<file path="config.mk">
export PLATFORM = sky130hd
export DESIGN_NAME = multicycle_controller
export DESIGN_NICKNAME = d
export VERILOG_FILES = /design/src/rtl/mc_pkg.sv /design/src/rtl/cond_unit.sv /design/src/rtl/multicycle_controller.sv
export SDC_FILE = /design/constraint.sdc
export NUM_CORES = 1
export LEC_CHECK = 0
export ABC_AREA = 1
export BUFFER_PORTS_ARGS = -buffer_cell sky130_fd_sc_hd__buf_2
export CAP_MARGIN = 10
export CORE_MARGIN = 5
export CORE_UTILIZATION = 45
export CTS_BUF_LIST = sky130_fd_sc_hd__clkbuf_2
export CTS_CLUSTER_DIAMETER = 200
export DETAILED_ROUTE_END_ITERATION = 10
export HOLD_SLACK_MARGIN = 0.1
export PLACE_DENSITY = 0.72
export SLEW_MARGIN = 5
export SYNTH_ARGS = -nofsm -noshare
export SYNTH_HDL_FRONTEND = slang
export SYNTH_SLANG_ARGS = --single-unit
</file>
<file path="constraint.sdc">
create_clock -name clk -period 1.4 [get_ports clk]
set_input_delay 0.07 -clock clk [delete_from_list [all_inputs] [get_ports clk]]
set_output_delay 0.07 -clock clk [all_outputs]
set_load 0.01 [all_outputs]
</file>
<file path="src/rtl/mc_pkg.sv">
// mc_pkg: shared types and encodings for the multicycle controller.
//   mc_state_t  - instruction-sequencing FSM states
//   ALU_*       - ALUControl encodings
//   SRCB_*      - ALUSrcB encodings
//   RES_*       - ResultSrc encodings
//   OP_*        - instruction Op field classes
//   mc_ctrl_t   - per-state Moore control bundle
//   state_ctrl  - maps a state to its control bundle
package mc_pkg;

  typedef enum logic [3:0] {
    S_FETCH,
    S_DECODE,
    S_MEMADR,
    S_MEMRD,
    S_MEMWB,
    S_MEMWR,
    S_EXECR,
    S_EXECI,
    S_ALUWB,
    S_BRANCH
  } mc_state_t;

  localparam logic [3:0] ALU_ADD = 4'd0;
  localparam logic [3:0] ALU_SUB = 4'd1;
  localparam logic [3:0] ALU_AND = 4'd2;
  localparam logic [3:0] ALU_ORR = 4'd3;

  localparam logic [1:0] SRCB_REG  = 2'b00;
  localparam logic [1:0] SRCB_IMM  = 2'b01;
  localparam logic [1:0] SRCB_FOUR = 2'b10;

  localparam logic [1:0] RES_ALUOUT    = 2'b00;
  localparam logic [1:0] RES_DATA      = 2'b01;
  localparam logic [1:0] RES_ALURESULT = 2'b10;

  localparam logic [1:0] OP_DP  = 2'b00;
  localparam logic [1:0] OP_MEM = 2'b01;
  localparam logic [1:0] OP_BR  = 2'b10;

  typedef struct packed {
    logic       ir_write;
    logic       next_pc;
    logic       reg_w;
    logic       mem_w;
    logic       branch;
    logic       alu_op;
    logic       adr_src;
    logic       alu_src_a;
    logic [1:0] alu_src_b;
    logic [1:0] result_src;
  } mc_ctrl_t;

  // Anything not set for a state stays 0 (strobes off, selects at encoding 0).
  function automatic mc_ctrl_t state_ctrl(input mc_state_t s);
    mc_ctrl_t c;
    c = '0;
    case (s)
      S_FETCH: begin
        c.ir_write   = 1'b1;
        c.next_pc    = 1'b1;
        c.alu_src_a  = 1'b1;
        c.alu_src_b  = SRCB_FOUR;
        c.result_src = RES_ALURESULT;
      end
      S_DECODE: begin
        c.alu_src_a  = 1'b1;
        c.alu_src_b  = SRCB_FOUR;
        c.result_src = RES_ALURESULT;
      end
      S_MEMADR: c.alu_src_b = SRCB_IMM;
      S_MEMRD:  c.adr_src = 1'b1;
      S_MEMWB: begin
        c.result_src = RES_DATA;
        c.reg_w      = 1'b1;
      end
      S_MEMWR: begin
        c.adr_src = 1'b1;
        c.mem_w   = 1'b1;
      end
      S_EXECR: begin
        c.alu_src_b = SRCB_REG;
        c.alu_op    = 1'b1;
      end
      S_EXECI: begin
        c.alu_src_b = SRCB_IMM;
        c.alu_op    = 1'b1;
      end
      S_ALUWB: begin
        c.result_src = RES_ALUOUT;
        c.reg_w      = 1'b1;
      end
      S_BRANCH: begin
        c.alu_src_b  = SRCB_IMM;
        c.result_src = RES_ALURESULT;
        c.branch     = 1'b1;
      end
      default: ;
    endcase
    return c;
  endfunction

endpackage

</file>
<file path="src/rtl/cond_unit.sv">
// cond_unit: N/Z/C/V flag register, condition evaluation and write gating.
// Ports:
//   clk, rst_n            clock, async active-low reset
//   cond       [3:0]      instruction condition field
//   alu_flags  [3:0]      {N,Z,C,V} from the ALU this cycle
//   flag_w     [1:0]      [1] update N/Z, [0] update C/V (only nonzero while executing)
//   latch_cond            high in DECODE; captures the condition result
//   next_pc, reg_w, mem_w, pcs   ungated write requests
//   pc_write, reg_write, mem_write  gated strobes to the datapath
module cond_unit
  import mc_pkg::*;
(
  input  logic       clk,
  input  logic       rst_n,
  input  logic [3:0] cond,
  input  logic [3:0] alu_flags,
  input  logic [1:0] flag_w,
  input  logic       latch_cond,
  input  logic       next_pc,
  input  logic       reg_w,
  input  logic       mem_w,
  input  logic       pcs,
  output logic       pc_write,
  output logic       reg_write,
  output logic       mem_write
);

  logic [3:0] flags_q, flags_d;
  logic       condex_q, condex_d;
  logic       cond_ex;
  logic       flag_n, flag_z, flag_c, flag_v;

  assign {flag_n, flag_z, flag_c, flag_v} = flags_q;

  always_comb begin
    cond_ex = 1'b0;
    case (cond)
      4'b0000: cond_ex = flag_z;
      4'b0001: cond_ex = ~flag_z;
      4'b0010: cond_ex = flag_c;
      4'b0011: cond_ex = ~flag_c;
      4'b0100: cond_ex = flag_n;
      4'b0101: cond_ex = ~flag_n;
      4'b0110: cond_ex = flag_v;
      4'b0111: cond_ex = ~flag_v;
      4'b1000: cond_ex = flag_c & ~flag_z;
      4'b1001: cond_ex = ~flag_c | flag_z;
      4'b1010: cond_ex = ~(flag_n ^ flag_v);
      4'b1011: cond_ex = flag_n ^ flag_v;
      4'b1100: cond_ex = ~flag_z & ~(flag_n ^ flag_v);
      4'b1101: cond_ex = flag_z | (flag_n ^ flag_v);
      4'b1110: cond_ex = 1'b1;
      default: cond_ex = 1'b0;
    endcase
  end

  // Flag writes honour the latched condition, so a failing SUBS leaves flags alone.
  always_comb begin
    flags_d = flags_q;
    if (flag_w[1] & condex_q) flags_d[3:2] = alu_flags[3:2];
    if (flag_w[0] & condex_q) flags_d[1:0] = alu_flags[1:0];
    condex_d = latch_cond ? cond_ex : condex_q;
  end

  always_ff @(posedge clk or negedge rst_n) begin
    if (!rst_n) begin
      flags_q  <= 4'b0000;
      condex_q <= 1'b0;
    end else begin
      flags_q  <= flags_d;
      condex_q <= condex_d;
    end
  end

  // rst_n gating keeps the strobes low for the whole reset, not just from the next edge.
  assign reg_write = reg_w & condex_q & rst_n;
  assign mem_write = mem_w & condex_q & rst_n;
  assign pc_write  = (next_pc | (pcs & condex_q)) & rst_n;

endmodule

</file>
<file path="src/rtl/multicycle_controller.sv">
// multicycle_controller: control unit for the multicycle ARM-subset datapath.
// Sequences FETCH/DECODE/address/execute/write-back and decodes the ALU op.
// Ports:
//   clk, rst_n                        clock, async active-low reset
//   Cond[3:0] Op[1:0] Funct[5:0] Rd[3:0]   instruction register fields
//   ALUFlags[3:0]                     {N,Z,C,V} from the ALU
//   PCWrite MemWrite RegWrite IRWrite datapath write strobes
//   AdrSrc ALUSrcA ALUSrcB ResultSrc  datapath mux selects (Moore)
//   ImmSrc RegSrc ALUControl          combinational decodes of the fields
module multicycle_controller
  import mc_pkg::*;
(
  input  logic       clk,
  input  logic       rst_n,
  input  logic [3:0] Cond,
  input  logic [1:0] Op,
  input  logic [5:0] Funct,
  input  logic [3:0] Rd,
  input  logic [3:0] ALUFlags,
  output logic       PCWrite,
  output logic       MemWrite,
  output logic       RegWrite,
  output logic       IRWrite,
  output logic       AdrSrc,
  output logic       ALUSrcA,
  output logic [1:0] ALUSrcB,
  output logic [1:0] ResultSrc,
  output logic [1:0] ImmSrc,
  output logic [1:0] RegSrc,
  output logic [3:0] ALUControl
);

  mc_state_t  state_q, state_d;
  mc_ctrl_t   ctrl_q, ctrl_d;
  logic [1:0] flag_w;
  logic       pcs;

  always_comb begin
    state_d = S_FETCH;
    case (state_q)
      S_FETCH:  state_d = S_DECODE;
      S_DECODE: begin
        case (Op)
          OP_DP:   state_d = Funct[5] ? S_EXECI : S_EXECR;
          OP_MEM:  state_d = S_MEMADR;
          OP_BR:   state_d = S_BRANCH;
          default: state_d = S_FETCH;
        endcase
      end
      S_MEMADR: state_d = Funct[0] ? S_MEMRD : S_MEMWR;
      S_MEMRD:  state_d = S_MEMWB;
      S_EXECR,
      S_EXECI:  state_d = S_ALUWB;
      default:  state_d = S_FETCH;
    endcase
    // Controls are registered alongside the state, so they always match state_q.
    ctrl_d = state_ctrl(state_d);
  end

  always_ff @(posedge clk or negedge rst_n) begin
    if (!rst_n) begin
      state_q <= S_FETCH;
      ctrl_q  <= state_ctrl(S_FETCH);
    end else begin
      state_q <= state_d;
      ctrl_q  <= ctrl_d;
    end
  end

  // Unrecognised Funct[4:1] decodes to ADD with no flag writes.
  always_comb begin
    ALUControl = ALU_ADD;
    flag_w     = 2'b00;
    if (ctrl_q.alu_op) begin
      case (Funct[4:1])
        4'b0100: begin
          ALUControl = ALU_ADD;
          flag_w     = {Funct[0], Funct[0]};
        end
        4'b0010: begin
          ALUControl = ALU_SUB;
          flag_w     = {Funct[0], Funct[0]};
        end
        4'b0000: begin
          ALUControl = ALU_AND;
          flag_w     = {Funct[0], 1'b0};
        end
        4'b1100: begin
          ALUControl = ALU_ORR;
          flag_w     = {Funct[0], 1'b0};
        end
        default: ;
      endcase
    end
  end

  // STR needs Rd on the second register read port; branches read PC as Rn.
  always_comb begin
    ImmSrc = 2'b00;
    RegSrc = 2'b00;
    case (Op)
      OP_MEM: begin
        ImmSrc = 2'b01;
        RegSrc = Funct[0] ? 2'b00 : 2'b10;
      end
      OP_BR: begin
        ImmSrc = 2'b10;
        RegSrc = 2'b01;
      end
      default: ;
    endcase
  end

  assign pcs       = ((Rd == 4'd15) & ctrl_q.reg_w) | ctrl_q.branch;
  assign IRWrite   = ctrl_q.ir_write & rst_n;
  assign AdrSrc    = ctrl_q.adr_src;
  assign ALUSrcA   = ctrl_q.alu_src_a;
  assign ALUSrcB   = ctrl_q.alu_src_b;
  assign ResultSrc = ctrl_q.result_src;

  cond_unit u_cond_unit (
    .clk        (clk),
    .rst_n      (rst_n),
    .cond       (Cond),
    .alu_flags  (ALUFlags),
    .flag_w     (flag_w),
    .latch_cond (state_q == S_DECODE),
    .next_pc    (ctrl_q.next_pc),
    .reg_w      (ctrl_q.reg_w),
    .mem_w      (ctrl_q.mem_w),
    .pcs        (pcs),
    .pc_write   (PCWrite),
    .reg_write  (RegWrite),
    .mem_write  (MemWrite)
  );

endmodule

</file>
==> flow_metrics.tcl <==
set metrics [dict create \
    internal-power_uw 1510 \
    ir_worst_vdd_mv 0.805 \
    timing.critical_path.to_type "register" \
    wirelength_um 2760 \
    pwr-share-seq_pct 35.9 \
    layoutNonFillerInstCount 261 \
    drt_pass1_iterations 4 \
    cellPowerDensity_mw_per_mm2 1530 \
    final_core_utilization_pct 59.4 \
    initial_core_util_pct 48.0 \
    cts_buffer_depth 2 \
    fin_crit_ns 1.30 \
    cell_family_with_the_largest_share_of_critical_path_delay "simple AND/OR/NAND/NOR gates" \
    post-dp-hpwl_um 2230 \
    worst_slack_at_placement_ns 0.0961 \
    timing.final.ws_setup_ns 0.0994 \
    holdCritStartpoint "Funct[5]" \
    main_area_contributors_after_synthesis "sky130_fd_sc_hd__dfrtp_1 30%, sky130_fd_sc_hd__nand2_1 13%, sky130_fd_sc_hd__dfstp_2 7.8%" \
    area.growth.synth_to_final_pct 23.6 \
    crit_required_ns 1.66 \
    final_report_hold_violation_count 0 \
    timing.critical_path.buf_inv 2 \
    power.static_leakage_uw 0.000961 \
    finalMaxSlewViolations 0 \
    crit_path_start_kind "register" \
    synth_simple_gate_area_share_pct 35.4 \
    placed_cells_incl_taps 248 \
    final.period_utilization_pct 92.9 \
    die_width_um 64.7 \
    post_synth_fa_ha_maj_area_fraction_pct 6.50 \
    yosys.cell_types.count 26 \
    cts_tree "done" \
    via_count 1206 \
    ys_seq_area_share_pct 37.5 \
    hold_class "in2reg" \
    wl_per_cell_um 10.6 \
    worst_clock_skew_ns 0.0247 \
    syn_inst 185 \
    grt_overflow 0 \
    synth_compound_gate_area_share_pct 7.52 \
    ios 40 \
    dieArea_mm2 0.00419 \
    grt_setup_unrepaired "true" \
    die-height_um 64.7 \
    clk_latency_ns 0.34 \
    critPathKind "reg2reg" \
    antenna-diode-count 0 \
    yosys_warnings 0 \
    cts_htree_levels 1 \
    crit_arrival_ns 1.56 \
    grt_overall_usage_pct 15.1 \
    routed_via_density 4.62 \
    net_switching_share_of_the_total_power_pct 40.7 \
    ys_ff_latch 20 \
    yosys.area.top_type_share_pct 29.7 \
    post_route_cells_drive_above_1_share_pct 30.0 \
    port-buffer-count 37 \
    crit_path_max_incr_delay_ns 0.45 \
    synthMuxAreaShare_pct 0 \
    remaining_drc_errors 0 \
    synth_top_family_by_area "simple AND/OR/NAND/NOR gates" \
    critical_path_start "state_q[3]$_DFF_PN0_" \
    critical_path_peak_fanout 6 \
    cts.sinks 20 \
    finalWeightedCongestion 0.781 \
    grt_start_max_net_pins 13 \
    cts.root.buffer_cell "sky130_fd_sc_hd__clkbuf_2" \
    cap_violations 0 \
    grt_pass1_wl_um 5000 \
    synth_area_per_cell_um2 7.28 \
    coreArea_mm2 0.00281 \
    syn-cell-area_mm2 0.00135 \
    final_net_count 260 \
    drtAntennaViolNets 0 \
    timing.critical_path.mode_cell "sky130_fd_sc_hd__inv_2" \
    synth.largest_area_cell "sky130_fd_sc_hd__dfrtp_1" \
    status "completed" \
    cp_cell_sequence "nor2_4, nand3_4, inv_2, nand2_2, nand2_4, inv_2, nand2_1, o22ai_2" \
    setup_viol 0 \
    worst_setup_hold_path_clk_slew_ns 0.21 \
    drt_iter0_markers 30 \
    r2r_start "state_q[3]$_DFF_PN0_" \
    share_clk_of_total_power_pct 17.1 \
    rows 19 \
    fmax_mhz 769 \
    totalNegativeSetupSlack_ns 0 \
    p_switching_uw 1040 \
    cts_inserted_buffers 3 \
    initial_antenna_violation_count 0 \
    share_of_power_burned_in_combinational_logic_pct 47.1 \
    synth_xor_xnor_area_share_pct 0 \
    cell_with_the_largest_stage_delay_on_the_worst_path "sky130_fd_sc_hd__dfrtp_1" \
    first_global_vias 1179 \
]
-- area by class of cell --
class                   instances  area, um^2
well taps                      31        38.8
fillers                       270        1140
inverters                      32         120
clock buffers                   3        15.0
multi-input cells             127         681
flip-flops and latches         20         505
repair buffers                 47         275
clock inverters                 1        30.0
-- per-stage QoR --
stage                     cell area, um^2  power [uW]  hold WS, ns
after floorplan                      1350        1800       -0.226
after global placement               1530        2020      -0.0489
after detailed placement             1530        2020      -0.0475
after CTS                            1630        2460        0.116
after global routing                 1670        2800        0.163
final                                1670        2550        0.161
-- logic make-up after synthesis --
logic type | Yosys count
other | 1
and+or+nand+nor | 103
buffers and inverters | 39
adders and majority gates | 7
DFF | 20
AOI/OAI and AO/OA | 15
-- path summary, 6_finish.rpt --
path,endpoint,slack [ns],depth (start not counted)
max,AdrSrc$_DFF_PN0_,0.1,8
min,state_q[0]$_DFF_PN0_,0.16,5
max reg2reg,AdrSrc$_DFF_PN0_,0.1,8
min reg2reg,u_cond_unit.condex_q$_DFFE_PN0P_,0.54,2
max in group asynchronous,ALUSrcB[1]$_DFF_PN1_,0.60,3
min in group asynchronous,ctrl_q[7]$_DFF_PN0_,0.21,2
-- timing repair --
action,CTS,global route
buffers inserted,0,3
setup endpoints to repair,0,8
endpoints found under the hold margin,24,1
hold buffers,5,1
resized for setup,0,2
-- flip-flops by register name, summed over array words and instances, names as in the netlist --
name and flops:
u_cond_unit.flags_q 4, ctrl_q 5, u_cond_unit.condex_q 1, ResultSrc 2, ALUSrcB 2, ALUSrcA 1
state_q 4, AdrSrc 1
-- tightest hold or removal path: stages --
cell and delay, ns:
sky130_fd_sc_hd__buf_2 0.10, sky130_fd_sc_hd__nand2_1 0.05, sky130_fd_sc_hd__nand2_1 0.04, sky130_fd_sc_hd__nand2_1 0.09, sky130_fd_sc_hd__o21ai_4 0.10
-- power by group through the flow --
stage          logic [uW]  registers [uW]  clock network, uW
2_1_floorplan         875             920                  0
3_3_place_gp         1090             924                  0
3_5_place_dp         1090             925                  0
4_1_cts              1110             915                443
5_1_grt              1380             946                476
6_report             1200             914                435
-- layer usage --
layer	GRT usage [%]	vias up	part of all wire [%]
li1	-	655	-
met1	17.8	532	43
met2	27.1	15	53
met3	3.63	4	3.3
met4	4.75	0	0.98
met5	0	-	0
-- cells in the mapped netlist --
master                     number
sky130_fd_sc_hd__nand2_1       47
sky130_fd_sc_hd__inv_1         28
sky130_fd_sc_hd__nor2_1        26
sky130_fd_sc_hd__dfrtp_1       16
sky130_fd_sc_hd__nand3_1       10
sky130_fd_sc_hd__buf_4          7
sky130_fd_sc_hd__ha_1           7
sky130_fd_sc_hd__nand2_2        7
sky130_fd_sc_hd__a21oi_1        5
sky130_fd_sc_hd__nand4_1        5
sky130_fd_sc_hd__dfstp_2        4
sky130_fd_sc_hd__inv_2          4
sky130_fd_sc_hd__o21ai_0        4
sky130_fd_sc_hd__nor2_4         2
sky130_fd_sc_hd__nor3_1         2
sky130_fd_sc_hd__a21oi_2        1
sky130_fd_sc_hd__a31oi_1        1
sky130_fd_sc_hd__and3_1         1
sky130_fd_sc_hd__conb_1         1
sky130_fd_sc_hd__nand2_4        1
sky130_fd_sc_hd__nand3_2        1
sky130_fd_sc_hd__nand3_4        1
sky130_fd_sc_hd__o211ai_1       1
sky130_fd_sc_hd__o21ai_1        1
sky130_fd_sc_hd__o21ai_4        1
sky130_fd_sc_hd__o22ai_2        1
-- cell usage in the layout (no fill, tap or decap) --
master / n
sky130_fd_sc_hd__nand2_2: 7
sky130_fd_sc_hd__buf_2: 37
sky130_fd_sc_hd__dlygate4sd3_1: 6
sky130_fd_sc_hd__dfrtp_1: 16
sky130_fd_sc_hd__inv_1: 28
sky130_fd_sc_hd__o21ai_1: 1
sky130_fd_sc_hd__nand3_4: 1
sky130_fd_sc_hd__o22ai_2: 1
sky130_fd_sc_hd__nor2_4: 2
sky130_fd_sc_hd__buf_4: 4
sky130_fd_sc_hd__and3_1: 1
sky130_fd_sc_hd__nand4_1: 5
sky130_fd_sc_hd__bufinv_16: 1
sky130_fd_sc_hd__conb_1: 2
sky130_fd_sc_hd__nand3_2: 1
sky130_fd_sc_hd__nand2_4: 2
sky130_fd_sc_hd__clkbuf_2: 3
sky130_fd_sc_hd__inv_2: 4
sky130_fd_sc_hd__nor2_1: 26
sky130_fd_sc_hd__dfstp_2: 4
sky130_fd_sc_hd__ha_1: 7
sky130_fd_sc_hd__nand3_1: 10
sky130_fd_sc_hd__a21oi_1: 5
sky130_fd_sc_hd__o21ai_4: 1
sky130_fd_sc_hd__a21oi_2: 1
sky130_fd_sc_hd__o211ai_1: 1
sky130_fd_sc_hd__a31oi_1: 1
sky130_fd_sc_hd__nand2_1: 46
sky130_fd_sc_hd__o21ai_0: 4
sky130_fd_sc_hd__nor3_1: 2
Power figures use the tool's default switching activity.
